## src/rtl/ofdm_pkg.sv

```systemverilog
// Shared OFDM receive-chain definitions: default widths, 16-QAM Gray level codes,
// demapper FSM state type and tdata field helpers for the default component width.
// Latency: n/a (declarations only).  Backpressure: n/a.
package ofdm_pkg;

  localparam int DEF_W     = 16;    // bits per I/Q component
  localparam int DEF_N_SC  = 8;     // subcarriers per OFDM frame (even)
  localparam int DEF_LEVEL = 4096;  // unit amplitude A

  // Gray-coded decisions for the levels -3A, -A, +A, +3A
  localparam logic [1:0] GRAY_M3 = 2'b00;
  localparam logic [1:0] GRAY_M1 = 2'b01;
  localparam logic [1:0] GRAY_P1 = 2'b11;
  localparam logic [1:0] GRAY_P3 = 2'b10;

  // HI: waiting for the symbol that fills byte[7:4]; LO: waiting for byte[3:0]
  typedef enum logic {
    ST_HI = 1'b0,
    ST_LO = 1'b1
  } demap_state_t;

  // tdata = {I, Q}; I is the real part in the upper half
  function automatic logic [DEF_W-1:0] tdata_i(input logic [2*DEF_W-1:0] td);
    return td[2*DEF_W-1:DEF_W];
  endfunction

  function automatic logic [DEF_W-1:0] tdata_q(input logic [2*DEF_W-1:0] td);
    return td[DEF_W-1:0];
  endfunction

endpackage

```

## src/rtl/qam16_slicer.sv

```systemverilog
// One-axis 16-QAM hard slicer: W-bit two's complement sample -> 2-bit Gray code.
// Latency: combinational.  Backpressure: none (pure function of x).
// Ports: x (signed sample in), code (Gray decision out).
module qam16_slicer
  import ofdm_pkg::*;
#(
  parameter int W     = DEF_W,
  parameter int LEVEL = DEF_LEVEL
) (
  input  logic signed [W-1:0] x,
  output logic        [1:0]   code
);

  // Two guard bits so 2A stays representable even when it equals 2^(W-1)
  localparam logic signed [W+1:0] TWO_A = (W+2)'(2 * LEVEL);

  logic signed [W+1:0] xe;
  assign xe = {{2{x[W-1]}}, x};

  // Ties: exact 2A -> +3A, zero -> +A, exact -2A -> -A. Anything beyond the
  // outer thresholds simply lands on the outer decision.
  always_comb begin
    if (xe >= TWO_A)       code = GRAY_P3;
    else if (!x[W-1])      code = GRAY_P1;
    else if (xe >= -TWO_A) code = GRAY_M1;
    else                   code = GRAY_M3;
  end

endmodule

```

## src/rtl/qam16_demapper.sv

```systemverilog
// 16-QAM hard-decision demapper: slices I/Q per beat, packs two nibbles per byte.
// Latency: byte valid the cycle after the accepting edge of its second symbol.
// Backpressure: stalls input only in LO while a stalled byte is pending; 1 symbol/cycle otherwise.
// Ports: aclk/aresetn; s_axis_* sample input ({I,Q}, valid/ready/last);
//        m_data_out/m_dvalid/m_dlast/m_dready byte output; frame_err when QAM_DEMAP_ERR_EN is defined.
// Option QAM_DEMAP_ERR_EN: adds the subcarrier counter and the frame_err length-error pulse.
module qam16_demapper
  import ofdm_pkg::*;
#(
  parameter int W     = DEF_W,
  parameter int N_SC  = DEF_N_SC,
  parameter int LEVEL = DEF_LEVEL
) (
  input  logic           aclk,
  input  logic           aresetn,
  input  logic [2*W-1:0] s_axis_tdata,
  input  logic           s_axis_tvalid,
  input  logic           s_axis_tlast,
  output logic           s_axis_tready,
  output logic [7:0]     m_data_out,
  output logic           m_dvalid,
  output logic           m_dlast,
  input  logic           m_dready
`ifdef QAM_DEMAP_ERR_EN
  ,
  output logic           frame_err
`endif
);

  // Frames pack two symbols per byte, so the frame length must be even
  if ((N_SC % 2) != 0 || N_SC < 2) begin : g_bad_n_sc
    $error("qam16_demapper: N_SC must be even and at least 2");
  end

  demap_state_t state;
  logic [3:0]   nib_hi;
  logic [1:0]   code_i;
  logic [1:0]   code_q;
  logic [3:0]   nib;
  logic         accept;

  qam16_slicer #(.W(W), .LEVEL(LEVEL)) u_slice_i (
    .x    (s_axis_tdata[2*W-1:W]),
    .code (code_i)
  );

  qam16_slicer #(.W(W), .LEVEL(LEVEL)) u_slice_q (
    .x    (s_axis_tdata[W-1:0]),
    .code (code_q)
  );

  assign nib = {code_i, code_q};

  // HI never blocks: the first nibble only goes to nib_hi. The odd-frame
  // tail byte also loads from HI, so a sink stalled at that moment loses
  // the pending byte; even-length frames never reach that path.
  assign s_axis_tready = (state == ST_HI) || !m_dvalid || m_dready;
  assign accept        = s_axis_tvalid && s_axis_tready;

  always_ff @(posedge aclk or negedge aresetn) begin
    if (!aresetn) begin
      state      <= ST_HI;
      nib_hi     <= 4'h0;
      m_data_out <= 8'h00;
      m_dvalid   <= 1'b0;
      m_dlast    <= 1'b0;
    end else begin
      // Taken byte retires unless a new one loads on the same edge below
      if (m_dready) m_dvalid <= 1'b0;
      if (accept) begin
        case (state)
          ST_HI: begin
            nib_hi <= nib;
            if (s_axis_tlast) begin
              m_data_out <= {nib, 4'h0};
              m_dvalid   <= 1'b1;
              m_dlast    <= 1'b1;
            end else begin
              state <= ST_LO;
            end
          end
          ST_LO: begin
            m_data_out <= {nib_hi, nib};
            m_dvalid   <= 1'b1;
            m_dlast    <= s_axis_tlast;
            state      <= ST_HI;
          end
          default: state <= ST_HI;
        endcase
      end
    end
  end

`ifdef QAM_DEMAP_ERR_EN
  localparam int CW = (N_SC > 2) ? $clog2(N_SC) : 1;
  localparam logic [CW-1:0] SC_LAST = CW'(N_SC - 1);

  logic [CW-1:0] sym_cnt;

  // Counter tracks position in the frame; errors are flagged but the data
  // path keeps packing exactly as tlast dictates.
  always_ff @(posedge aclk or negedge aresetn) begin
    if (!aresetn) begin
      sym_cnt   <= '0;
      frame_err <= 1'b0;
    end else begin
      frame_err <= 1'b0;
      if (accept) begin
        if (s_axis_tlast || sym_cnt == SC_LAST) sym_cnt <= '0;
        else                                    sym_cnt <= sym_cnt + 1'b1;
        frame_err <= (s_axis_tlast != (sym_cnt == SC_LAST));
      end
    end
  end
`endif

endmodule
```

## config.mk

```make
export PLATFORM = sky130hd
export DESIGN_NAME = qam16_demapper
export DESIGN_NICKNAME = d
export VERILOG_FILES = /design/src/rtl/ofdm_pkg.sv /design/src/rtl/qam16_slicer.sv /design/src/rtl/qam16_demapper.sv
export SDC_FILE = /design/constraint.sdc
export NUM_CORES = 1
export LEC_CHECK = 0
export CAP_MARGIN = 25
export CORE_ASPECT_RATIO = 0.75
export CORE_MARGIN = 1
export CORE_UTILIZATION = 35
export DETAILED_ROUTE_END_ITERATION = 10
export PLACE_DENSITY = 0.94
export SLEW_MARGIN = 20
export SYNTH_ARGS = -nofsm -noshare
export SYNTH_HDL_FRONTEND = slang
export SYNTH_SLANG_ARGS = --single-unit
```

## constraint.sdc

```tcl
create_clock -name aclk -period 3.8 [get_ports aclk]
set_input_delay 0.76 -clock aclk [delete_from_list [all_inputs] [get_ports aclk]]
set_output_delay 0.76 -clock aclk [all_outputs]
set_load 0.005 [all_outputs]
```

# Yosys cells after proc, flatten, opt, wreduce, memory -nomap -nowiden
# Cells that the tools add are included.
[word_totals]
register_bits = 15
out_inout_bits = 11
[op_classes]
magnitude_cmp = 4
reduce_logical = 6
n_eq_ne = 1
n_bitwise = 1
n_mux = 16
[ops]
columns = ["cell", "n"]
rows = [
  ["$ge A16 B14 Y1 const B", 2],
  ["$ge A16 B15 Y1 const B", 2],
  ["$pmux W8 S2", 1],
  ["$mux W2", 4],
  ["$mux W8", 1],
  ["$mux W1", 7],
  ["$pmux W1 S2", 3],
  ["$reduce_and A2 Y1", 2],
  ["$logic_or A1 B1 Y1", 2],
  ["$ne A2 B2 Y1 const B", 1],
  ["$logic_and A1 B1 Y1", 1],
  ["$logic_not A1 Y1", 1],
  ["$not A1 Y1", 1],
]

# Depth between registers and ports, before layout
[logic_depth]
depth_word = 6
ltp_mapped = 4
mapped_depth_nobuf = 3

# Hierarchy
# A second synthesis with hierarchy kept.
[unflattened]
hier_cells = 50
area_unflattened_um2 = 679.4
[modules_own_cells]
columns = ["mod", "seq_area_each_um2", "n_inst", "area_per_inst_um2", "cells_per_inst"]
rows = [
  ["qam16_demapper", 375.4, 1, 641.9, 42],
  ["qam16_slicer", 0.0, 2, 18.8, 4],
]

# Worst setup path after synthesis
# OpenSTA, ideal clock, no wires.
[synth_timing]
path_type = "in2out"
startpoint = "input port m_dready"
endpoint = "output port s_axis_tready"
path_slack_ns = 2.046
n_path_buf = 0
cell_stages = 1
arrival_time_ns = 0.994
required_ns = 3.040
path_cell_list = "nand3b_2"
[synth_between]
elab_chain_cells = 1
[synth_lines]
columns = ["element", "line", "rtl"]
rows = [
  ["from (decl)", "qam16_demapper.sv:23", "input logic m_dready"],
  ["$logic_or A1 B1 Y1", "qam16_demapper.sv:57", "assign s_axis_tready = (state == ST_HI) || !m_dvalid || m_dready;"],
  ["to (decl)", "qam16_demapper.sv:19", "output logic s_axis_tready,"],
]
# Every way passes these cells.

# Final worst setup path
# Same ends and word-level chain as after synthesis.

==> metrics.md <==
| Metric | Value |
|---|---|
| Outcome | complete, no violations |
| Synth top area share | 57.0% |
| Clock transition at path regs | 0.08 ns |
| Filler Cell Count | 163 |
| Cts hold-fix bufs | 0 |
| Initial antenna violation count | 0 |
| Max Clock Freq | 374 MHz |
| Routed vias | 505 |
| Critical Path Fanout Max | 3 |
| Relative slew slack | 57.2% |
| Synth Net Count | 93 |
| Share of cells above drive strength 1 | 11.3% |
| DIE HEIGHT | 39.6 um |
| FF/Latch Area | 375 um2 |
| Final wirelength | 1260 um |
| GRT overflow | 0 |
| Worst path max stage delay | 0.48 ns |
| Final instance area | 918 um2 |
| Largest net degree at the start of global routing | 16 |
| Starting Density | 37.5% |
| Most used DFF post-synth | dfrtp_1 |
| Cell Pwr Density | 478 nW/um2 |
| Routed wire per std cell | 12.4 um |
| Worst setup SP type | primary input |
| Leakage | 0.405 nW |
| First-pass GRT wire length | 2060 um |
| Warnings from Yosys | 0 |
| #FFs+latches synth | 15 |
| Post-CTS Resized | 0 |
| Fin. Hold Viols | 0 |
| Period utilization | 70.5% |
| Clk Latency, worst-skew pair | 0.28 ns |
| Core Area | 1760 um2 |
| DP Wirelength | 970 um |
| Routed Antenna Nets | 0 |
| # H-tree levels | 1 |
| Ys async rst share | 100% |
| First DRT Iteration DRCs | 9 |
| Synth area leaders | dfrtp_1 (57%), o2bb2ai_1 (5.3%), o21ai_0 (4.6%) |
| CP Cell Sequence | clkdlybuf4s50_1 > nand3b_2 > clkdlybuf4s50_1 |
| Global-route total usage across every layer | 14.6% |
| Worst r2r path cells | 3 |
| DRC viols | 0 |
| Gpl congestion | 0.756 |
| RSZ-0062 raised after global routing | no |
| Post-synth cell types | 20 |
| Area occupied by multi-input gates | 270 um2 |
| Num ports | 48 |
| 1st-pass router iterations | 4 |
| Critical path's most frequent cell | clkdlybuf4s50_1 |
| Setup-failing EPs final | 0 |
| Clock skew | 0.00149 ns |
| Pins Over Slew Limit | 0 |
| Die width | 52.1 um |
| Postcts setup bufs | 0 |
| Clk buf depth | 2 |
| Vias in the first global route | 479 |
| Peak VDD IR | 0.264 mV |
| Syn Inst Count | 56 |
| # clock sinks | 15 |
| Cts bufs inserted | 3 |
| Biggest area consumer among synthesized cells | dfrtp_1 |
| Antenna cells | 0 |
| CTS tree | built |
| MaxCap Viol Count | 0 |
| Layout area overhead | 39.5% |
| Vias per inst | 4.95 |
| Req. time, crit path | 3.04 ns |
| Post-synthesis sequential area ratio | 57.0% |
| Most instantiated cells after synthesis | dfrtp_1 (15), nand2_1 (7), o21ai_0 (6) |
| CP max-delay cell | clkdlybuf4s50_1 |
| CP Class | primary input to output port |
| Cell area after synthesis | 658 um2 |
| Buffers on Ports | 21 |
| Avg Cell Area, Syn | 11.8 um2 |
| Most numerous cell in the Yosys netlist | dfrtp_1 |
| Final TNS setup | 0 ns |
| Worst Hold Class | flip-flop to flip-flop |
| Placed cell areas | 891 um2 |
| CP arrival | 1.92 ns |
| Post-synth EDFFs | 0 |
| Fin crit period | 2.68 ns |
| Hold depth | 2 |
| Least-Margin Pin Slew | 0.640 ns |
| Die ar. | 2060 um2 |
| Row cnt | 13 |
| CP endpoint kind | output port |
| CTS root buf | clkbuf_4 |
| Final layout net count | 118 |
## worst max-delay path, delay by kind of cell
kind / cells / cell delay, ns
buffers and inverters: 2 / 0.89
and+or+nand+nor: 1 / 0.27
## flip-flops by register name (all words and copies together) (netlist names)
register,flops
m_dvalid,1
m_dlast,1
nib_hi,4
state,1
m_data_out,8
## stage by stage
step                cells  hold WS (ns)  utilization, %  power [mW]  worst slack, ns
floorplan              56         0.441               -       0.277             2.05
global placement       98         0.455            50.7       0.350             1.14
detailed placement     98         0.474            50.7       0.357             1.12
CTS                   102         0.494            52.3       0.446             1.12
global route          102         0.506            52.3       0.470             1.09
finish                102         0.490            52.3       0.439             1.12
## cell usage in the layout (no fill, tap or decap), types with 2 or more instances in the layout
cell type / Yosys / final
clkdlybuf4s50_1: 0 / 21
dfrtp_1: 15 / 15
nand2_1: 7 / 7
o21ai_0: 6 / 6
o2bb2ai_1: 4 / 4
clkbuf_4: 0 / 3
nand2b_1: 2 / 2
and3_1: 2 / 2
nor3_1: 2 / 2
nor2_1: 2 / 2
o31ai_1: 2 / 2
inv_1: 2 / 2
mux2i_1: 2 / 2
mux2_4: 2 / 2
## power breakdown
| group | switching (mW) | internal, mW |
|---|---|---|
| sequential | 0.0251 | 0.195 |
| combinational | 0.0460 | 0.0870 |
| clock | 0.0474 | 0.0390 |
## logic make-up after synthesis
logic type / after synthesis / share of synthesized area (%)
simple gates: 19 / 15.4
mux: 4 / 7.60
flops: 15 / 57.0
compound gates: 15 / 18.1
buf+inv: 3 / 1.90
## metal layers
metal / vias to the layer above / share of wire (%) / track usage [%]
met3: 0 / 6.8 / 5.43
met4: 0 / 0 / 2.03
met1: 236 / 45 / 16.5
li1: 251 / - / -
met5: - / 0 / 0
met2: 18 / 48 / 26.9
## worst paths after layout
check | start | to | slack [ns]
setup / recovery | m_dready | s_axis_tready | 1.12
hold / removal | nib_hi[2] | nib_hi[2] | 0.49
setup reg to reg | state | m_data_out[5] | 2.32
hold reg to reg | nib_hi[2] | nib_hi[2] | 0.49
max in group asynchronous | aresetn | m_data_out[4] | 2.52
min in group asynchronous | aresetn | nib_hi[2] | 0.87
## final cells by class
cell class / instances / share of cell area (%)
flip-flops and latches: 15 / 40.9
multi-input cells: 38 / 29.4
inverters: 2 / 0.817
repair buffers: 21 / 22.9
well taps: 22 / 3.00
clock buffers: 3 / 2.45
clock inverters: 1 / 0.545
No activity file was read; power rests on OpenSTA's default activity.
